### src/rtl/mc_pkg.sv
// Shared constants and state encoding for the operand-RAM initiator (mem_controller).
package mc_pkg;

  localparam int MC_ADDR_W = 6;
  localparam int MC_DATA_W = 128;
  localparam int MC_DEPTH  = 64;

  typedef enum logic [1:0] {
    IDLE   = 2'd0,
    STREAM = 2'd1,
    DRAIN  = 2'd2,
    DONE   = 2'd3
  } mc_state_e;

endpackage

### src/rtl/mc_stream_if.sv
// Operand-pair valid/ready stream with last flag; master produces, slave consumes.
interface mc_stream_if #(
  parameter int DATA_W = mc_pkg::MC_DATA_W
);
  logic              valid;
  logic              ready;
  logic              last;
  logic [DATA_W-1:0] opa;
  logic [DATA_W-1:0] opb;

  modport master (output valid, last, opa, opb, input ready);
  modport slave  (input valid, last, opa, opb, output ready);
endinterface

### src/rtl/mc_out_stage.sv
// Valid/ready output register for operand pairs; 1-cycle load-to-valid latency.
// Loads only when empty or draining (load_en), so contents hold while stalled.
module mc_out_stage
  import mc_pkg::*;
#(
  parameter int DATA_W = MC_DATA_W
) (
  input  logic              mc_clk,
  input  logic              mc_reset,
  input  logic              load,
  input  logic [DATA_W-1:0] in_opa,
  input  logic [DATA_W-1:0] in_opb,
  input  logic              in_last,
  output logic              load_en,
  mc_stream_if.master       op
);

  assign load_en = !op.valid || op.ready;

  always_ff @(posedge mc_clk) begin
    if (mc_reset) begin
      op.valid <= 1'b0;
      op.last  <= 1'b0;
      op.opa   <= '0;
      op.opb   <= '0;
    end else if (load_en) begin
      op.valid <= load;
      if (load) begin
        op.opa  <= in_opa;
        op.opb  <= in_opb;
        op.last <= in_last;
      end
    end
  end

endmodule

### src/rtl/mem_controller.sv
// Fills the dual-operand RAM from host writes, then streams entries out on host_start.
// Optional MC_KEEP_EN: completion keeps the buffer so a later start replays it.
module mem_controller
  import mc_pkg::*;
#(
  parameter int ADDR_W = MC_ADDR_W,
  parameter int DATA_W = MC_DATA_W,
  parameter int DEPTH  = MC_DEPTH
) (
  input  logic              mc_clk,
  input  logic              mc_reset,
  input  logic              host_wr_valid,
  output logic              host_wr_ready,
  input  logic [DATA_W-1:0] host_data_opa,
  input  logic [DATA_W-1:0] host_data_opb,
  input  logic              host_start,
  output logic [ADDR_W-1:0] mc_address_mem_opa,
  output logic [ADDR_W-1:0] mc_address_mem_opb,
  output logic              mc_mem_we,
  output logic [DATA_W-1:0] mc_data_in_opa,
  output logic [DATA_W-1:0] mc_data_in_opb,
  input  logic [DATA_W-1:0] mem_data_out_opa,
  input  logic [DATA_W-1:0] mem_data_out_opb,
  mc_stream_if.master       op,
  output logic              mc_busy,
  output logic              mc_done,
  output logic              mc_error
);

  localparam int FILL_W = ADDR_W + 1;
  localparam logic [FILL_W-1:0] FULL = FILL_W'(DEPTH);

  mc_state_e         state;
  logic [FILL_W-1:0] fill;
  logic [ADDR_W-1:0] wr_ptr;
  logic [ADDR_W-1:0] rd_ptr;
  logic              wr_acc;
  logic [FILL_W-1:0] fill_post;
  logic              load_en;
  logic              load;
  logic              last_ent;

  assign host_wr_ready = (state == IDLE) && (fill < FULL);
  assign wr_acc        = host_wr_valid && host_wr_ready;
  assign fill_post     = fill + FILL_W'(wr_acc);

  assign mc_mem_we      = wr_acc;
  assign mc_data_in_opa = host_data_opa;
  assign mc_data_in_opb = host_data_opb;

  assign mc_address_mem_opa = (state == STREAM) ? rd_ptr : wr_ptr;
  assign mc_address_mem_opb = (state == STREAM) ? rd_ptr : wr_ptr;

  assign load     = (state == STREAM) && load_en;
  assign last_ent = ({1'b0, rd_ptr} == (fill - FILL_W'(1)));

  mc_out_stage #(.DATA_W(DATA_W)) u_out (
    .mc_clk   (mc_clk),
    .mc_reset (mc_reset),
    .load     (load),
    .in_opa   (mem_data_out_opa),
    .in_opb   (mem_data_out_opb),
    .in_last  (last_ent),
    .load_en  (load_en),
    .op       (op)
  );

  always_ff @(posedge mc_clk) begin
    if (mc_reset) begin
      state    <= IDLE;
      fill     <= '0;
      wr_ptr   <= '0;
      rd_ptr   <= '0;
      mc_busy  <= 1'b0;
      mc_done  <= 1'b0;
      mc_error <= 1'b0;
    end else begin
      mc_done  <= 1'b0;
      mc_error <= 1'b0;
      if (wr_acc) begin
        wr_ptr <= wr_ptr + ADDR_W'(1);
        fill   <= fill + FILL_W'(1);
      end
      case (state)
        IDLE: begin
          // A write in the same cycle counts toward the start decision.
          if (host_start) begin
            if (fill_post != '0) begin
              state   <= STREAM;
              mc_busy <= 1'b1;
            end else begin
              mc_error <= 1'b1;
            end
          end
        end
        STREAM: begin
          if (load) begin
            rd_ptr <= rd_ptr + ADDR_W'(1);
            if (last_ent) state <= DRAIN;
          end
        end
        DRAIN: begin
          if (op.ready) begin
            state   <= DONE;
            mc_done <= 1'b1;
          end
        end
        DONE: begin
          state   <= IDLE;
          mc_busy <= 1'b0;
          rd_ptr  <= '0;
`ifdef MC_KEEP_EN
`else
          fill    <= '0;
          wr_ptr  <= '0;
`endif
        end
      endcase
    end
  end

endmodule

### src/flat_wrapper.sv
// flat-port wrapper written by rule: the top's interface ports become plain ports
module mem_controller_flat import mc_pkg::*;
#(
  parameter int ADDR_W = MC_ADDR_W,
  parameter int DATA_W = MC_DATA_W,
  parameter int DEPTH  = MC_DEPTH
)
  (mc_clk, mc_reset, host_wr_valid, host_wr_ready, host_data_opa, host_data_opb, host_start, mc_address_mem_opa, mc_address_mem_opb, mc_mem_we, mc_data_in_opa, mc_data_in_opb, mem_data_out_opa, mem_data_out_opb, mc_busy, mc_done, mc_error, op_valid, op_last, op_opa, op_opb, op_ready);
  mc_stream_if #(.DATA_W(DATA_W)) op_i ();
  input  logic mc_clk;
  input  logic mc_reset;
  input  logic host_wr_valid;
  output logic host_wr_ready;
  input  logic [DATA_W-1:0] host_data_opa;
  input  logic [DATA_W-1:0] host_data_opb;
  input  logic host_start;
  output logic [ADDR_W-1:0] mc_address_mem_opa;
  output logic [ADDR_W-1:0] mc_address_mem_opb;
  output logic mc_mem_we;
  output logic [DATA_W-1:0] mc_data_in_opa;
  output logic [DATA_W-1:0] mc_data_in_opb;
  input  logic [DATA_W-1:0] mem_data_out_opa;
  input  logic [DATA_W-1:0] mem_data_out_opb;
  output logic mc_busy;
  output logic mc_done;
  output logic mc_error;
  output wire logic [$bits(op_i.valid)-1:0] op_valid;
  output wire logic [$bits(op_i.last)-1:0] op_last;
  output wire logic [$bits(op_i.opa)-1:0] op_opa;
  output wire logic [$bits(op_i.opb)-1:0] op_opb;
  input wire logic [$bits(op_i.ready)-1:0] op_ready;
  assign op_valid = op_i.valid;
  assign op_last = op_i.last;
  assign op_opa = op_i.opa;
  assign op_opb = op_i.opb;
  assign op_i.ready = op_ready;
  mem_controller #(.ADDR_W(ADDR_W), .DATA_W(DATA_W), .DEPTH(DEPTH)) u_core (.mc_clk(mc_clk), .mc_reset(mc_reset), .host_wr_valid(host_wr_valid), .host_wr_ready(host_wr_ready), .host_data_opa(host_data_opa), .host_data_opb(host_data_opb), .host_start(host_start), .mc_address_mem_opa(mc_address_mem_opa), .mc_address_mem_opb(mc_address_mem_opb), .mc_mem_we(mc_mem_we), .mc_data_in_opa(mc_data_in_opa), .mc_data_in_opb(mc_data_in_opb), .mem_data_out_opa(mem_data_out_opa), .mem_data_out_opb(mem_data_out_opb), .op(op_i), .mc_busy(mc_busy), .mc_done(mc_done), .mc_error(mc_error));
endmodule
### config.mk
export PLATFORM = sky130hd
export DESIGN_NAME = mem_controller_flat
export DESIGN_NICKNAME = d
export VERILOG_FILES = /design/src/rtl/mc_pkg.sv /design/src/rtl/mc_stream_if.sv /design/src/rtl/mc_out_stage.sv /design/src/rtl/mem_controller.sv /design/src/flat_wrapper.sv
export SDC_FILE = /design/constraint.sdc
export NUM_CORES = 1
export LEC_CHECK = 0
export ABC_AREA = 1
export ABC_CLOCK_PERIOD_IN_PS = 2100
export BUFFER_PORTS_ARGS = -buffer_cell sky130_fd_sc_hd__buf_2
export CORE_AREA = 2 2 408 410
export CTS_CLUSTER_SIZE = 16
export DETAILED_ROUTE_END_ITERATION = 16
export DIE_AREA = 0 0 410 412
export SLEW_MARGIN = 10
export SYNTH_ARGS = -nofsm -noshare
export SYNTH_HDL_FRONTEND = slang
export SYNTH_SLANG_ARGS = --single-unit
### constraint.sdc
create_clock -name mc_clk -period 2.1 [get_ports mc_clk]
set_input_delay 0 -clock mc_clk [delete_from_list [all_inputs] [get_ports mc_clk]]
set_output_delay 0 -clock mc_clk [all_outputs]
set_load 0.02 [all_outputs]
Word level (Yosys, flattened, before mapping)

Index checks and enable logic that the tools add are counted.

Add/sub/neg operators: 5
Order comparisons: 1
Equality and inequality tests: 9
Muxes and demuxes: 14
Bitwise operators: 3
Reductions and logical operators: 16

Operators by type and width:

| cell                                                                | number |
|---|---|
| 6-bit by 1-bit adder with 6-bit output (second input constant)      | 2 |
| 6-bit 2-to-1 mux                                                    | 2 |
| 6-bit case mux with 2 select lines                                  | 1 |
| 2-bit 2-to-1 mux                                                    | 5 |
| 2-bit inequality test (second input constant)                       | 5 |
| 2-bit case mux with 4 select lines                                  | 1 |
| 7-bit by 1-bit adder with 7-bit output                              | 1 |
| 7-bit by 1-bit adder with 7-bit output (second input constant)      | 1 |
| 6-bit by 7-bit == test with 1-bit output                            | 1 |
| 7-bit less-than comparator (second input constant)                  | 1 |
| 7-bit nonzero test                                                  | 1 |
| 7-bit by 1-bit subtractor with 7-bit output (second input constant) | 1 |
| 5-bit AND reduction                                                 | 1 |
| 2-bit == test (second input constant)                               | 2 |
| 1-bit 2-to-1 mux                                                    | 4 |
| 2-bit AND reduction                                                 | 2 |
| 2-bit nonzero test                                                  | 2 |
| 2-bit OR reduction                                                  | 2 |
| 1-bit logical AND                                                   | 3 |
| 1-bit inverter                                                      | 3 |
| 3-bit AND reduction                                                 | 1 |
| 3-bit OR reduction                                                  | 1 |
| 2-bit by 1-bit == test with 1-bit output (second input constant)    | 1 |
| 2-bit logical NOT                                                   | 1 |
| 3 further kinds                                                     | 3 |

Register bits after elaboration: 282
Input bits: 517
Output and inout bits: 531
Word-level logic and storage cells: 59

Depth between registers and ports, before layout

Word-level depth: 8
Gate-level depth with buffers: 17
Mapped depth without buffers: 17

Hierarchy

Synthesis repeated with hierarchy kept, for this count alone.

Cell total of the unflattened synthesis: 2191
Area, all modules: 15538.7 µm²

Modules (own cells, without submodules):

| module         | instances | cells each | area an instance (µm²) | sequential area each (µm²) |
|---|---|---|---|---|
| mc_out_stage   | 1         | 1690       | 12032.8                | 5165.0 |
| mem_controller | 1         | 501        | 3505.9                 | 480.5 |

Worst setup path after synthesis

OpenSTA, ideal clock, no wires.

Path kind: register -> register
Start point: register u_core.state[0]
End point: register u_core.state[0]
Library setup time: 0.115 ns
Arrival time: 2.360 ns
Required time: 1.985 ns
Setup slack: -0.375 ns
Cell stages (with the launch flop): 17
Buffers on the path: 0
Clock period less this slack: 2.475 ns
Cell sequence: dfxtp_1 -> inv_1 -> ha_1 -> inv_1 -> nor2_2 -> nand2_1 -> inv_1 -> ha_1 -> ha_1 -> nor3_1 -> nand2_1 -> nor2_2 -> nand2_2 -> nand2_2 -> nor2_2 -> a21oi_1 -> nor2_1

Cells in the longest elaborated chain, start to end: 7
Elaborated cells between the ends (all ways): 16
Those cells by class: 1 x add/sub; 8 x eq/ne; 1 x mux; 6 x reduce/logical

Ends and longest elaborated chain:

| what                                   | RTL line             | RTL |
|---|---|---|
| from (decl)                            | mem_controller.sv:33 | `mc_state_e state;` |
| from (signal assigned)                 | mem_controller.sv:70 | `state <= IDLE;` |
| from (signal assigned)                 | mem_controller.sv:89 | `state <= STREAM;` |
| from (signal assigned)                 | mem_controller.sv:99 | `if (last_ent) state <= DRAIN;` |
| 2-bit logical NOT                      | mem_controller.sv:43 | `assign host_wr_ready = (state == IDLE) && (fill < FULL);` |
| 1-bit logical AND                      | mem_controller.sv:43 |  |
| named net host_wr_ready                | flat_wrapper.sv:13   | `output logic host_wr_ready;` |
| 1-bit logical AND                      | mem_controller.sv:44 | `assign wr_acc = host_wr_valid && host_wr_ready;` |
| named net mc_mem_we                    | flat_wrapper.sv:19   | `output logic mc_mem_we;` |
| 7-bit by 1-bit adder with 7-bit output | mem_controller.sv:45 | `assign fill_post = fill + FILL_W'(wr_acc);` |
| 7-bit nonzero test                     | mem_controller.sv:88 | `if (fill_post != '0) begin` |
| 2-bit inequality test (no line)        | n/a                  |  |
| 5-bit AND reduction (no line)          | n/a                  |  |

The timed path passes the listed nets, and every way through them passes these cells.
A chain may end at the register's enable or synchronous reset.

Worst setup path after layout

Start point: register u_core.state[0]
End point: output mc_address_mem_opb[3]

Cells in the longest elaborated chain, start to end: 2

Ends and longest elaborated chain:

| what                                     | RTL line             | RTL |
|---|---|---|
| 2-bit by 1-bit == test with 1-bit output | mem_controller.sv:52 | `assign mc_address_mem_opb = (state == STREAM) ? rd_ptr : wr_ptr;` |
| 6-bit 2-to-1 mux                         | mem_controller.sv:52 |  |
| to (decl)                                | flat_wrapper.sv:18   | `output logic [ADDR_W-1:0] mc_address_mem_opb;` |

No other way between the ends.

==> flow_metrics.py <==
metrics = {
    "clock_network": {
        "cts_sinks": 282,
        "root_buffer": "clkbuf_16",
        "clockBufferDepth": 3,
        "tritoncts": "built",
        "cts_buffers": 36,
        "clk_latency_ns": 0.57,
        "htreeDepth": 2,
        "clk_pin_slew_ns": 0.06,
    },
    "pwr": {
        "power_frac_comb_pct": 44.1,
        "clkPwrFrac_pct": 25.3,
        "intPower_uw": 14960,
        "power.density_nw_per_um2": 1329,
        "seq_power_share_pct": 30.6,
        "irDropWorstVdd_uv": 785.6,
        "p_sw_share_pct": 43.22,
        "p_leak_uw": 0.008284,
        "switchingPower_uw": 11390,
    },
    "yosys": {
        "ys_ff_latch": 282,
        "synth-xor-area-share_pct": 0,
        "ys_warn_count": 0,
        "yosys.area_share.simple_pct": 20.11,
        "yosysSeqAreaShare_pct": 45.95,
        "yosysTopAreaCellShare_pct": 45.95,
        "synth_nets": 2151,
        "yosysTopAreaCell": "dfxtp_1",
        "netlist_area_um2": 12290,
        "synth_compound_area_share_pct": 12.28,
        "ys_types": 27,
        "synthCells": 1623,
        "syn_area_per_cell_um2": 7.570,
        "synthTopCellsByArea": "dfxtp_1 46%, buf_4 16%, nor2_1 16%",
        "synth_fa_ha_area_share_pct": 1.120,
        "synth.area.mux_share_pct": 0,
        "synth_top_family_by_area": "buffers and inverters",
    },
    "finish": {
        "finish.utilization_pct": 12.07,
        "finish.net_count": 2679,
        "drive_gt1_share_pct": 30.99,
        "area_growth_pct": 61.33,
    },
    "sta": {
        "fin_crit_sh_pct": 94.86,
        "final_hold_viol_count": 0,
        "min_period_ns": 1.992,
        "drv_slew": 0,
        "worstMarginPinSlew_ns": 0.5339,
        "worst_slack_ns": 0.1079,
        "grt_setup_unrepaired": "yes",
        "setup_viol": 0,
        "max_slew_margin_pct": 64.40,
        "skew_ns": 0.02520,
        "clock.fmax_ghz": 0.5020,
    },
    "floorplanning": {
        "row_count": 149,
        "coreArea_um2": 164200,
        "ios": 1048,
        "initial_utilization_pct": 7.481,
        "dieArea_um2": 168900,
        "die_h_um": 412,
        "die_w_um": 410,
    },
    "routing": {
        "drt_first_pass_iters": 7,
        "drt_iter0_drc": 877,
        "vias": 12970,
        "antenna_left": 0,
        "routed_via_density": 2.955,
        "wl_mm": 75.98,
        "wl_per_cell_um": 17.31,
        "drc": 0,
    },
    "grt": {
        "grt_pass1_vias": 11650,
        "track_usage_pct": 8.395,
        "grt-ovfl-total": 0,
        "grt_max_degree": 68,
        "antenna_found_initial": 70,
        "grt_pass1_wl_mm": 97.50,
    },
    "status": {
        "status": "complete, no violations",
    },
    "setup_path": {
        "required_ns": 2.10,
        "crit_fanout": 15,
        "startpoint": "u_core.state[0]",
        "end_kind": "output port",
        "startpoint_type": "flip-flop",
        "reg2reg_from": "u_core.state[1]",
        "cp.arrival_ns": 1.99,
        "crit_type": "flip-flop to output port",
    },
    "hold_path": {
        "holdCritPathClass": "input pin to output port",
        "hold_path.startpoint": "host_data_opa[113]",
    },
    "run": {
        "drv_cap": 0,
    },
    "placement": {
        "post-place-ws_ns": -0.02705,
        "place_congestion": 0.7828,
        "io_buffers": 535,
        "dp_hpwl_mm": 62.61,
    },
}
[metrics by stage]
| step | std cells | hold slack [ns] | power, µW | area [µm²] | TNS, ns |
|---|---|---|---|---|---|
| 3_3_place_gp | 4035 | 0.0001367 | 19110 | 15800 | 0 |
| 6_report | 4389 | 0.000006541 | 26350 | 19820 | 0 |
| 3_5_place_dp | 4035 | 0.0001367 | 19340 | 15800 | -0.02705 |
| 2_1_floorplan | 1623 | 0.1126 | 15230 | 12350 | 0 |
| 4_1_cts | 4363 | 0.0001367 | 26750 | 19710 | -0.01462 |
| 5_1_grt | 4380 | 0.00002923 | 28080 | 19800 | -0.1340 |
[flip-flops by register name (all words and copies together) (netlist names), 2 cells and up]
register and count:
u_core.u_out.op.opa 128, u_core.u_out.op.opb 128, u_core.fill 7, u_core.wr_ptr 6, u_core.rd_ptr 6, u_core.state 2
[placed cells by master, fill, tap and decap left out, drive strengths merged]
master         n
a21boi         1
a21oi         20
buf          581
bufinv         4
clkbuf        50
clkinv         7
clkinvlp       4
dfxtp        282
diode         22
dlygate4sd3  260
ha            11
inv           41
nand2         69
nand3         18
nand4          1
nor2         540
nor3           8
nor3b          1
nor4           1
o21ai        278
o22ai          1
[critical path, stage by stage, from the launching register on]
cell and delay [ns]:
dfxtp_2 0.34, buf_4 0.15, ha_4 0.18, buf_8 0.15
o21ai_0 0.35, buf_2 0.25
[final timing paths]
| check | end | slack, ns | cells past startpoint |
|---|---|---|---|
| worst max-delay path | mc_address_mem_opb[3] | 0.11 | 5 |
| worst min-delay path | mc_data_in_opa[113] | 0.000007 | 0 |
| worst max register to register | u_core.mc_busy | 0.12 | 16 |
| worst min register to register | u_core.mc_busy | 0.45 | 2 |
[cell usage after synthesis]
cell,number
buf_2,27
nor3b_2,1
buf_4,269
nand2_2,3
o21ai_2,1
o21ai_0,210
clkbuf_2,1
nor2_2,4
dfxtp_1,282
nand2_4,1
inv_2,5
clkbuf_1,53
nand4_1,1
o21ai_1,67
nor3_1,7
ha_1,11
o22ai_1,1
nand3_1,18
nor4_1,1
nor3_2,1
a21boi_0,1
clkinv_1,1
nor2_1,536
inv_1,35
a21oi_1,20
nand2_1,65
buf_6,1
[layer usage]
metal / track usage, % / routed length [µm]
met4: 4.114 / 3639
met5: 1.272 / 795
met1: 9.642 / 29780
met3: 5.016 / 10060
met2: 12.11 / 31700
[area by class of cell]
| cell class | instances | area, µm² |
|---|---|---|
| fillers | 18780 | 144400 |
| repair buffers | 841 | 5720 |
| flip-flops and latches | 282 | 5649 |
| multi-input cells | 949 | 4220 |
| well taps | 2189 | 2739 |
| clock buffers | 50 | 1056 |
| clock inverters | 15 | 203.9 |
| inverters | 41 | 178.9 |
| diodes | 22 | 55.05 |
[power by group through the flow]
stage               Clock, µW  Sequential [µW]  Combinational [µW]
floorplan                   0            10100                5090
global placement            0             8050               11100
detailed placement          0             8160               11200
CTS                      6950             8050               11700
global route             7100             8250               12700
finish                   6660             8070               11600
[what timing repair did]
item | CTS | global route
hold buffers | 260 | 0
setup endpoints to repair | 12 | 4
pin swaps | 2 | 12
resized for setup | 8 | 9
endpoints found under the hold margin | 275 | 0
setup buffers | 3 | 4
[kinds of logic (layout without fill, tap and decap cells)]
kind of cell / Yosys count / after routing
AO/OA/AOI/OAI: 300 / 300
adder cells (fa/ha/maj): 11 / 11
buffers and inverters: 392 / 947
flip-flops: 282 / 282
other: 0 / 22
AND/OR/NAND/NOR: 638 / 638
Power figures use the tool's default switching activity.
